File: src/rtl/sram_bank_arbiter_pkg.sv
// Shared parameters and types for the SRAM bank arbiter and its requester/SRAM bus.
package sram_bank_arbiter_pkg;
    localparam int NUM_REQ        = 3;
    localparam int NUM_SRAMS      = 6;
    localparam int MAX_ADDR_WIDTH = 8;
    localparam int DATA_WIDTH     = 64;
    localparam int SRAM_WIDTH_O   = 64;
    localparam int EN_W           = 8;
    localparam int BANK_W         = $clog2(NUM_SRAMS);
    localparam int REQ_ID_W       = $clog2(NUM_REQ);

    typedef logic [REQ_ID_W-1:0] req_id_t;

    // Read-return tracking entry: a read for requester id is in flight on this bank.
    typedef struct packed {
        logic    rd;
        req_id_t id;
    } trk_t;

    function automatic logic bank_legal(input logic [BANK_W-1:0] bank);
        return {1'b0, bank} < (BANK_W+1)'(NUM_SRAMS);
    endfunction
endpackage

File: src/rtl/sram_bank_arbiter_if.sv
// Requester handshake plus multi_sram command/data bus seen by the bank arbiter.
interface sram_bank_arbiter_if;
    import sram_bank_arbiter_pkg::*;

    logic [NUM_REQ-1:0]                       req_valid;
    logic [NUM_REQ-1:0]                       req_ready;
    logic [NUM_REQ-1:0]                       req_we;
    logic [NUM_REQ-1:0][BANK_W-1:0]           req_bank;
    logic [NUM_REQ-1:0][MAX_ADDR_WIDTH-1:0]   req_addr;
    logic [NUM_REQ-1:0][DATA_WIDTH-1:0]       req_wdata;
    logic [NUM_REQ-1:0]                       rsp_valid;
    logic [NUM_REQ-1:0][SRAM_WIDTH_O-1:0]     rsp_rdata;
    logic [NUM_REQ-1:0]                       err_bank;

    logic [EN_W-1:0]                          sram_en;
    logic [EN_W-1:0]                          sram_we;
    logic [NUM_SRAMS-1:0][MAX_ADDR_WIDTH-1:0] sram_addr;
    logic [NUM_SRAMS-1:0][DATA_WIDTH-1:0]     sram_wdata;
    logic [NUM_SRAMS-1:0][SRAM_WIDTH_O-1:0]   sram_rdata;

    modport slave (
        input  req_valid, req_we, req_bank, req_addr, req_wdata, sram_rdata,
        output req_ready, rsp_valid, rsp_rdata, err_bank,
        output sram_en, sram_we, sram_addr, sram_wdata
    );

    modport master (
        output req_valid, req_we, req_bank, req_addr, req_wdata, sram_rdata,
        input  req_ready, rsp_valid, rsp_rdata, err_bank,
        input  sram_en, sram_we, sram_addr, sram_wdata
    );
endinterface

File: src/rtl/sram_bank_arbiter_rr.sv
// Round-robin arbiter: first requester at or after the pointer wins, pointer then moves past the winner.
module rr_arbiter #(
    parameter int N  = 3,
    parameter int IW = (N > 1) ? $clog2(N) : 1
) (
    input  logic          clk,
    input  logic          rst,
    input  logic [N-1:0]  req,
    output logic [N-1:0]  grant,
    output logic [IW-1:0] gnt_id,
    output logic          any_grant
);
    logic [IW-1:0] ptr;

    always_comb begin
        int idx;
        idx       = 0;
        grant     = '0;
        gnt_id    = '0;
        any_grant = 1'b0;
        for (int k = 0; k < N; k++) begin
            idx = int'(ptr) + k;
            if (idx >= N) idx = idx - N;
            if (!any_grant && req[idx]) begin
                any_grant  = 1'b1;
                grant[idx] = 1'b1;
                gnt_id     = IW'(idx);
            end
        end
    end

    always_ff @(posedge clk) begin
        if (rst)            ptr <= '0;
        else if (any_grant) ptr <= (int'(gnt_id) == N-1) ? '0 : gnt_id + 1'b1;
    end
endmodule

File: src/rtl/sram_bank_arbiter.sv
// Per-bank round-robin arbitration in front of multi_sram: registered command, fixed 2-cycle read return.
module sram_bank_arbiter
    import sram_bank_arbiter_pkg::*;
(
    input logic                clk,
    input logic                rst,
    sram_bank_arbiter_if.slave bus
);
    logic [NUM_SRAMS-1:0][NUM_REQ-1:0]        bank_req;
    logic [NUM_SRAMS-1:0][NUM_REQ-1:0]        bank_gnt;
    logic [NUM_SRAMS-1:0]                     bank_any;
    req_id_t [NUM_SRAMS-1:0]                  bank_id;
    logic [NUM_REQ-1:0]                       legal;

    logic [NUM_SRAMS-1:0]                     en_q;
    logic [NUM_SRAMS-1:0]                     we_q;
    logic [NUM_SRAMS-1:0][MAX_ADDR_WIDTH-1:0] addr_q;
    logic [NUM_SRAMS-1:0][DATA_WIDTH-1:0]     wdata_q;
    trk_t [NUM_SRAMS-1:0]                     trk1_q;
    trk_t [NUM_SRAMS-1:0]                     trk2_q;
    logic [NUM_REQ-1:0]                       err_q;
    logic [NUM_REQ-1:0]                       rsp_v;
    logic [NUM_REQ-1:0][SRAM_WIDTH_O-1:0]     rsp_d;
    logic [NUM_REQ-1:0][SRAM_WIDTH_O-1:0]     hold_q;

    always_comb begin
        legal    = '0;
        bank_req = '0;
        for (int i = 0; i < NUM_REQ; i++) legal[i] = bank_legal(bus.req_bank[i]);
        for (int b = 0; b < NUM_SRAMS; b++)
            for (int i = 0; i < NUM_REQ; i++)
                bank_req[b][i] = !rst && bus.req_valid[i] && legal[i] &&
                                 (bus.req_bank[i] == BANK_W'(b));
    end

    for (genvar b = 0; b < NUM_SRAMS; b++) begin : g_bank
        rr_arbiter #(.N(NUM_REQ), .IW(REQ_ID_W)) u_arb (
            .clk       (clk),
            .rst       (rst),
            .req       (bank_req[b]),
            .grant     (bank_gnt[b]),
            .gnt_id    (bank_id[b]),
            .any_grant (bank_any[b])
        );
    end

    // Illegal banks are acknowledged at once so a bad requester never stalls.
    always_comb begin
        bus.req_ready = '0;
        for (int i = 0; i < NUM_REQ; i++) begin
            if (!rst && bus.req_valid[i] && !legal[i]) bus.req_ready[i] = 1'b1;
            for (int b = 0; b < NUM_SRAMS; b++)
                if (bank_gnt[b][i]) bus.req_ready[i] = 1'b1;
        end
    end

    always_ff @(posedge clk) begin
        if (rst) begin
            en_q    <= '0;
            we_q    <= '0;
            addr_q  <= '0;
            wdata_q <= '0;
            trk1_q  <= '0;
            trk2_q  <= '0;
            err_q   <= '0;
        end else begin
            for (int b = 0; b < NUM_SRAMS; b++) begin
                en_q[b]   <= bank_any[b];
                we_q[b]   <= bank_any[b] && bus.req_we[bank_id[b]];
                if (bank_any[b]) begin
                    addr_q[b]  <= bus.req_addr[bank_id[b]];
                    wdata_q[b] <= bus.req_wdata[bank_id[b]];
                end
                trk1_q[b] <= trk_t'{rd: bank_any[b] && !bus.req_we[bank_id[b]], id: bank_id[b]};
            end
            trk2_q <= trk1_q;
            for (int i = 0; i < NUM_REQ; i++)
                err_q[i] <= bus.req_valid[i] && !legal[i];
        end
    end

    // SRAM data arrives in the same cycle as stage 2, so it is steered through
    // combinationally; hold_q keeps the last value visible between responses.
    always_comb begin
        rsp_v = '0;
        rsp_d = hold_q;
        for (int b = 0; b < NUM_SRAMS; b++)
            if (trk2_q[b].rd) begin
                rsp_v[trk2_q[b].id] = 1'b1;
                rsp_d[trk2_q[b].id] = bus.sram_rdata[b];
            end
    end

    always_ff @(posedge clk) begin
        if (rst) hold_q <= '0;
        else     hold_q <= rsp_d;
    end

    assign bus.rsp_valid  = rsp_v;
    assign bus.rsp_rdata  = rsp_d;
    assign bus.err_bank   = err_q;
    assign bus.sram_en    = EN_W'(en_q);
    assign bus.sram_we    = EN_W'(we_q);
    assign bus.sram_addr  = addr_q;
    assign bus.sram_wdata = wdata_q;
endmodule

File: src/flat_wrapper.sv
// flat-port wrapper written by rule: the top's interface ports become plain ports
module sram_bank_arbiter_flat import sram_bank_arbiter_pkg::*;
  (clk, rst, bus_req_valid, bus_req_we, bus_req_bank, bus_req_addr, bus_req_wdata, bus_sram_rdata, bus_req_ready, bus_rsp_valid, bus_rsp_rdata, bus_err_bank, bus_sram_en, bus_sram_we, bus_sram_addr, bus_sram_wdata);
  sram_bank_arbiter_if bus_i ();
  input logic clk;
  input logic rst;
  input wire logic [$bits(bus_i.req_valid)-1:0] bus_req_valid;
  input wire logic [$bits(bus_i.req_we)-1:0] bus_req_we;
  input wire logic [$bits(bus_i.req_bank)-1:0] bus_req_bank;
  input wire logic [$bits(bus_i.req_addr)-1:0] bus_req_addr;
  input wire logic [$bits(bus_i.req_wdata)-1:0] bus_req_wdata;
  input wire logic [$bits(bus_i.sram_rdata)-1:0] bus_sram_rdata;
  output wire logic [$bits(bus_i.req_ready)-1:0] bus_req_ready;
  output wire logic [$bits(bus_i.rsp_valid)-1:0] bus_rsp_valid;
  output wire logic [$bits(bus_i.rsp_rdata)-1:0] bus_rsp_rdata;
  output wire logic [$bits(bus_i.err_bank)-1:0] bus_err_bank;
  output wire logic [$bits(bus_i.sram_en)-1:0] bus_sram_en;
  output wire logic [$bits(bus_i.sram_we)-1:0] bus_sram_we;
  output wire logic [$bits(bus_i.sram_addr)-1:0] bus_sram_addr;
  output wire logic [$bits(bus_i.sram_wdata)-1:0] bus_sram_wdata;
  assign bus_i.req_valid = bus_req_valid;
  assign bus_i.req_we = bus_req_we;
  assign bus_i.req_bank = bus_req_bank;
  assign bus_i.req_addr = bus_req_addr;
  assign bus_i.req_wdata = bus_req_wdata;
  assign bus_i.sram_rdata = bus_sram_rdata;
  assign bus_req_ready = bus_i.req_ready;
  assign bus_rsp_valid = bus_i.rsp_valid;
  assign bus_rsp_rdata = bus_i.rsp_rdata;
  assign bus_err_bank = bus_i.err_bank;
  assign bus_sram_en = bus_i.sram_en;
  assign bus_sram_we = bus_i.sram_we;
  assign bus_sram_addr = bus_i.sram_addr;
  assign bus_sram_wdata = bus_i.sram_wdata;
  sram_bank_arbiter u_core (.clk(clk), .rst(rst), .bus(bus_i));
endmodule
File: config.mk
export PLATFORM = sky130hd
export DESIGN_NAME = sram_bank_arbiter_flat
export DESIGN_NICKNAME = d
export VERILOG_FILES = /design/src/rtl/sram_bank_arbiter_pkg.sv /design/src/rtl/sram_bank_arbiter_if.sv /design/src/rtl/sram_bank_arbiter_rr.sv /design/src/rtl/sram_bank_arbiter.sv /design/src/flat_wrapper.sv
export SDC_FILE = /design/constraint.sdc
export NUM_CORES = 2
export LEC_CHECK = 0
export BUFFER_PORTS_ARGS = -buffer_cell sky130_fd_sc_hd__buf_2
export CAP_MARGIN = 30
export CORE_AREA = 8 8 490 492
export DETAILED_ROUTE_END_ITERATION = 6
export DIE_AREA = 0 0 498 500
export GPL_ROUTABILITY_DRIVEN = 0
export SLEW_MARGIN = 25
export SYNTH_ARGS = -nofsm -noshare
export SYNTH_HDL_FRONTEND = slang
export SYNTH_SLANG_ARGS = --single-unit
File: constraint.sdc
create_clock -name clk -period 3.5 [get_ports clk]
set_clock_uncertainty 0.15 [all_clocks]
set_input_delay 0.525 -clock clk [delete_from_list [all_inputs] [get_ports clk]]
set_output_delay 0.525 -clock clk [all_outputs]
set_load 0.05 [all_outputs]
==> impl_results.md <==
- Synth Area in Compound Gates: roughly 36%
- Worst EP required: 2.82 ns
- Post-synth top flop: dfxtp_1
- Clock Power Share: between 30% and 40%
- PwrDens: ~370 nW/um^2
- Die W: 498 um
- Critical path class: flip-flop to output pin
- Top cell by count, worst path: buf_12
- Number of CTS-inserted buffers: 87
- Core ar.: 232000 um^2
- RR Endpoint: u_core.bus.sram_wdata[276]
- Commonest non-fill, non-tap cells in the layout: buf_2 (1064), dfxtp_1 (665), nor2_1 (585)
- Startpoint Class: flip-flop
- Final Instance Area: between 60000 and 70000 um^2
- Starting DRT DRC Count: ~9000
- Worst-margin pin slew: between 1 and 1.5 ns
- Nature of the critical path endpoint: output pin
- Row count: between 150 and 200
- Post-synthesis sequential area ratio: 35.2%
- Yosys warnings: 0
- Largest family of logic cells by synthesized area: compound AO/OA/AOI/OAI gates
- Clk pin slew, worst setup/hold paths: around 0.06 ns
- Final Hold Viols: 0
- Hold Startpoint: bus_req_wdata[153]
- Post-synthesis simple-gate area fraction: approximately 17%
- Commonest non-fill, non-tap cell in the layout: buf_2
- Post-synth EDFFs: 0
- Fin nets: 7168
- Reported net switching power: roughly 0.0083 W
- F_max: 275 MHz
- Seq pwr share: 35.9%
- PortBufs: 1261
- Maxcap violations: 0
- Detailed-route DRC error count: 85
- RSZ-0062 raised after global routing: yes
- Synth cell types: 85
- Peak VDD IR: 0.000314 V
- FFs w/ async S/R, synth: 0%
- Max-slew violations: 0
- Final core utilization: a little over a quarter
- Buffers & Inverters on Critical Path: 4
- Vias per cell: 5.59
- Vias: around 54000
- Die Ht: ~500 um
- GRT Overall Usage: 22.2%
- H-tree depth: 3
- Crit path DAT: 2.97 ns
- Largest net degree at the start of global routing: 194
- CTS root buffer: clkbuf_16
- Number of top-level pins: 1266
- Worst hold path type: input port to flip-flop
- Final worst path period share: 104%
- Adder-cell area share of the yosys netlist: 0.882%
- Peak fanout along the critical path: 7
- WL final: a little over 300000 um
- Fin crit period: approximately 3.6 ns
- Die Area: 249000 um^2
- Synth Instances: between 4000 and 5000
- Cells on worst reg2reg path: 11
- Antenna violations before repair: between 100 and 150
- Critical R2R Launch: u_core.g_bank[4].u_arb.ptr[0]
- GRT overflow: 0
- Internal: 0.0152 W
- Hold Path Sink: u_core.bus.sram_wdata[345]
- Worst-skew pair later-pin latency: between 0.7 and 0.8 ns
- Post-synthesis mux area share: 4.95%
- Slowest-stage cell, CP: dfxtp_2
- Final Setup Violations: 68
- Worst path cell trace: nor3b_4 > buf_12 > buf_16 > buf_12 > mux2i_1 > a211o_1 > a21oi_2 > a21oi_1 > o21ai_2 > buf_6
- Cell family with most CP delay: compound AO/OA/AOI/OAI gates
- Leakage: 26.6 nW
- Slew HR: 22.9%
- Status: finished with violations
- Dpl cell area: 50800 um^2
- Remaining antenna violation count after routing: 0
- Final setup margin: -0.141 ns
- Area Overhead vs Synth: 62.5%
- DP HPWL: 208000 um
- CTS tree: built
- Net Sw Frac: 35.4%
- CTS Sinks: 687
- First-pass GRT wire length: 405000 um
- DR pass1 iterations: 7
- CP peak stage delay: 0.34 ns
- Violated checks: design-rule violations, negative setup slack
- Hold depth: 3
- Cell area after synthesis: slightly below 40000 um^2
- Clock Tree Buf Depth: 3
- FF-to-FF setup slack: approximately 0.010 ns
- Layout cells sized above 1: 37.5%
- Combinational group share of total power: about a quarter
- Post-Place Setup Slack: 0.0341 ns
- Number of synthesized register bits: 687
- Initial core utilization: 16.8%
- Vias in the first global route: 51091
- Mapped Avg Cell Area: just over 8 um^2
- WL/cell: between 30 and 40 um
- Synth Area in XOR/XNOR: 0%
repair_timing:
item | 4_1_cts | 5_1_grt
hold buffers | 305 | 0
setup buffers | 111 | 82
gates resized for setup | 665 | 473
hold endpoints to repair | 319 | 0
cloned | 28 | 15
pin swaps | 154 | 252
endpoints found under the setup margin | 195 | 195
worst max path at each step:
stage | start | end | slack (ns) | depth (start not counted)
finish | u_core.trk2_q[0] | bus_rsp_rdata[40] | -0.14 | 10
global route | u_core.trk2_q[0] | bus_rsp_rdata[181] | -0.25 | 10
CTS | u_core.trk2_q[0] | bus_rsp_rdata[179] | -0.19 | 11
detailed placement | rst | bus_req_ready[2] | 0.03 | 8
global placement | bus_req_bank[5] | u_core.bus.sram_wdata[195] | 0.09 | 7
floorplan | u_core.trk2_q[5] | bus_rsp_rdata[63] | 0.06 | 7
metal layers:
| layer | share of wire [%] | up-vias | global-route usage [%] |
|---|---|---|---|
| met2 | 45 | 5309 | 36.2 |
| met5 | 0.064 | - | 0 |
| met3 | 12 | 1468 | 6.19 |
| met1 | 34 | 25374 | 24.6 |
| li1 | - | 22073 | - |
| met4 | 9.6 | 26 | 17.0 |
worst register-to-register path, cell delays in order, from the launching register on:
cell	delay [ns]
dfxtp_4	0.38
inv_4	0.05
ha_4	0.27
buf_4	0.17
maj3_2	0.30
a221o_4	0.36
buf_12	0.19
nor3_4	0.52
buf_12	0.26
nand2_1	0.15
o21ai_0	0.07
dlygate4sd3_1	0.57
final cells by class:
cell class | instances | area, um^2
antenna | 66 | 165
clock buffer | 118 | 2380
clock inverter | 40 | 502
fill | 24355 | 168000
inverter | 28 | 130
multi-input combinational | 3608 | 25300
sequential | 687 | 13800
tap | 3043 | 3810
timing repair buffer | 2115 | 17300
logic make-up (layout without fill, tap and decap cells):
family                     Yosys count  in the layout
muxes                              193            193
other                                1             70
and+or+nand+nor                   1422           1429
buffers and inverters              563           2301
DFF                                687            687
adders and majority gates           28             28
AOI/OAI and AO/OA                 1954           1954
through the flow:
stage / instances / hold WS [ns] / total power, W / TNS [ns]
floorplan: 4851 / 0.264 / 0.0113 / 0
finish: 9705 / 0.114 / 0.0235 / -3.18
global route: 9686 / 0.0624 / 0.0241 / -20.59
global placement: 8952 / 0.274 / 0.0135 / 0
detailed placement: 8952 / 0.273 / 0.0135 / 0
CTS: 9554 / 0.000683 / 0.0234 / -13.65
sequential cells by signal (all words and copies together), names as in the netlist:
name,cells
u_core.bus.err_bank,3
u_core.bus.sram_addr,48
u_core.bus.sram_wdata,384
u_core.en_q,6
u_core.g_bank.u_arb.ptr,12
u_core.hold_q,192
u_core.trk1_q,18
u_core.trk2_q,18
u_core.we_q,6
synthesized netlist by cell type, types with 5 or more instances:
cell | n | area, um^2
a32oi_1 | 14 | 123
buf_2 | 101 | 505
a211o_1 | 64 | 561
nor2_1 | 643 | 2410
nand2_1 | 263 | 987
nand3b_1 | 12 | 90.1
nand3_1 | 20 | 100
a222oi_1 | 173 | 1730
inv_1 | 24 | 90.1
mux2i_1 | 193 | 1930
a21oi_1 | 610 | 3050
nor3b_1 | 6 | 45.0
a22oi_1 | 234 | 1760
and3_1 | 9 | 56.3
nand2b_1 | 11 | 68.8
dfxtp_1 | 687 | 13800
nor3_1 | 223 | 1120
nor4_1 | 8 | 50.1
buf_6 | 7 | 78.8
or3_1 | 5 | 31.3
buf_1 | 33 | 124
a221o_1 | 273 | 2730
and2_1 | 13 | 81.3
o211ai_1 | 73 | 548
ha_1 | 24 | 300
nor2b_1 | 154 | 963
o21ai_0 | 127 | 636
a22o_1 | 5 | 43.8
a211oi_1 | 328 | 2460
o22ai_1 | 7 | 43.8
a31oi_1 | 6 | 37.5
and3b_1 | 7 | 61.3
nand4_1 | 12 | 75.1
clkbuf_1 | 375 | 1410
buf_4 | 19 | 143
power groups by stage:
stage / registers (W) / logic [W] / clock network [W]
CTS: 0.00843 / 0.00544 / 0.00954
detailed placement: 0.00860 / 0.00490 / 0
floorplan: 0.00954 / 0.00174 / 0
global route: 0.00846 / 0.00590 / 0.00977
global placement: 0.00860 / 0.00486 / 0
finish: 0.00845 / 0.00572 / 0.00937
Note: power is estimated with default switching activity, not from simulation.
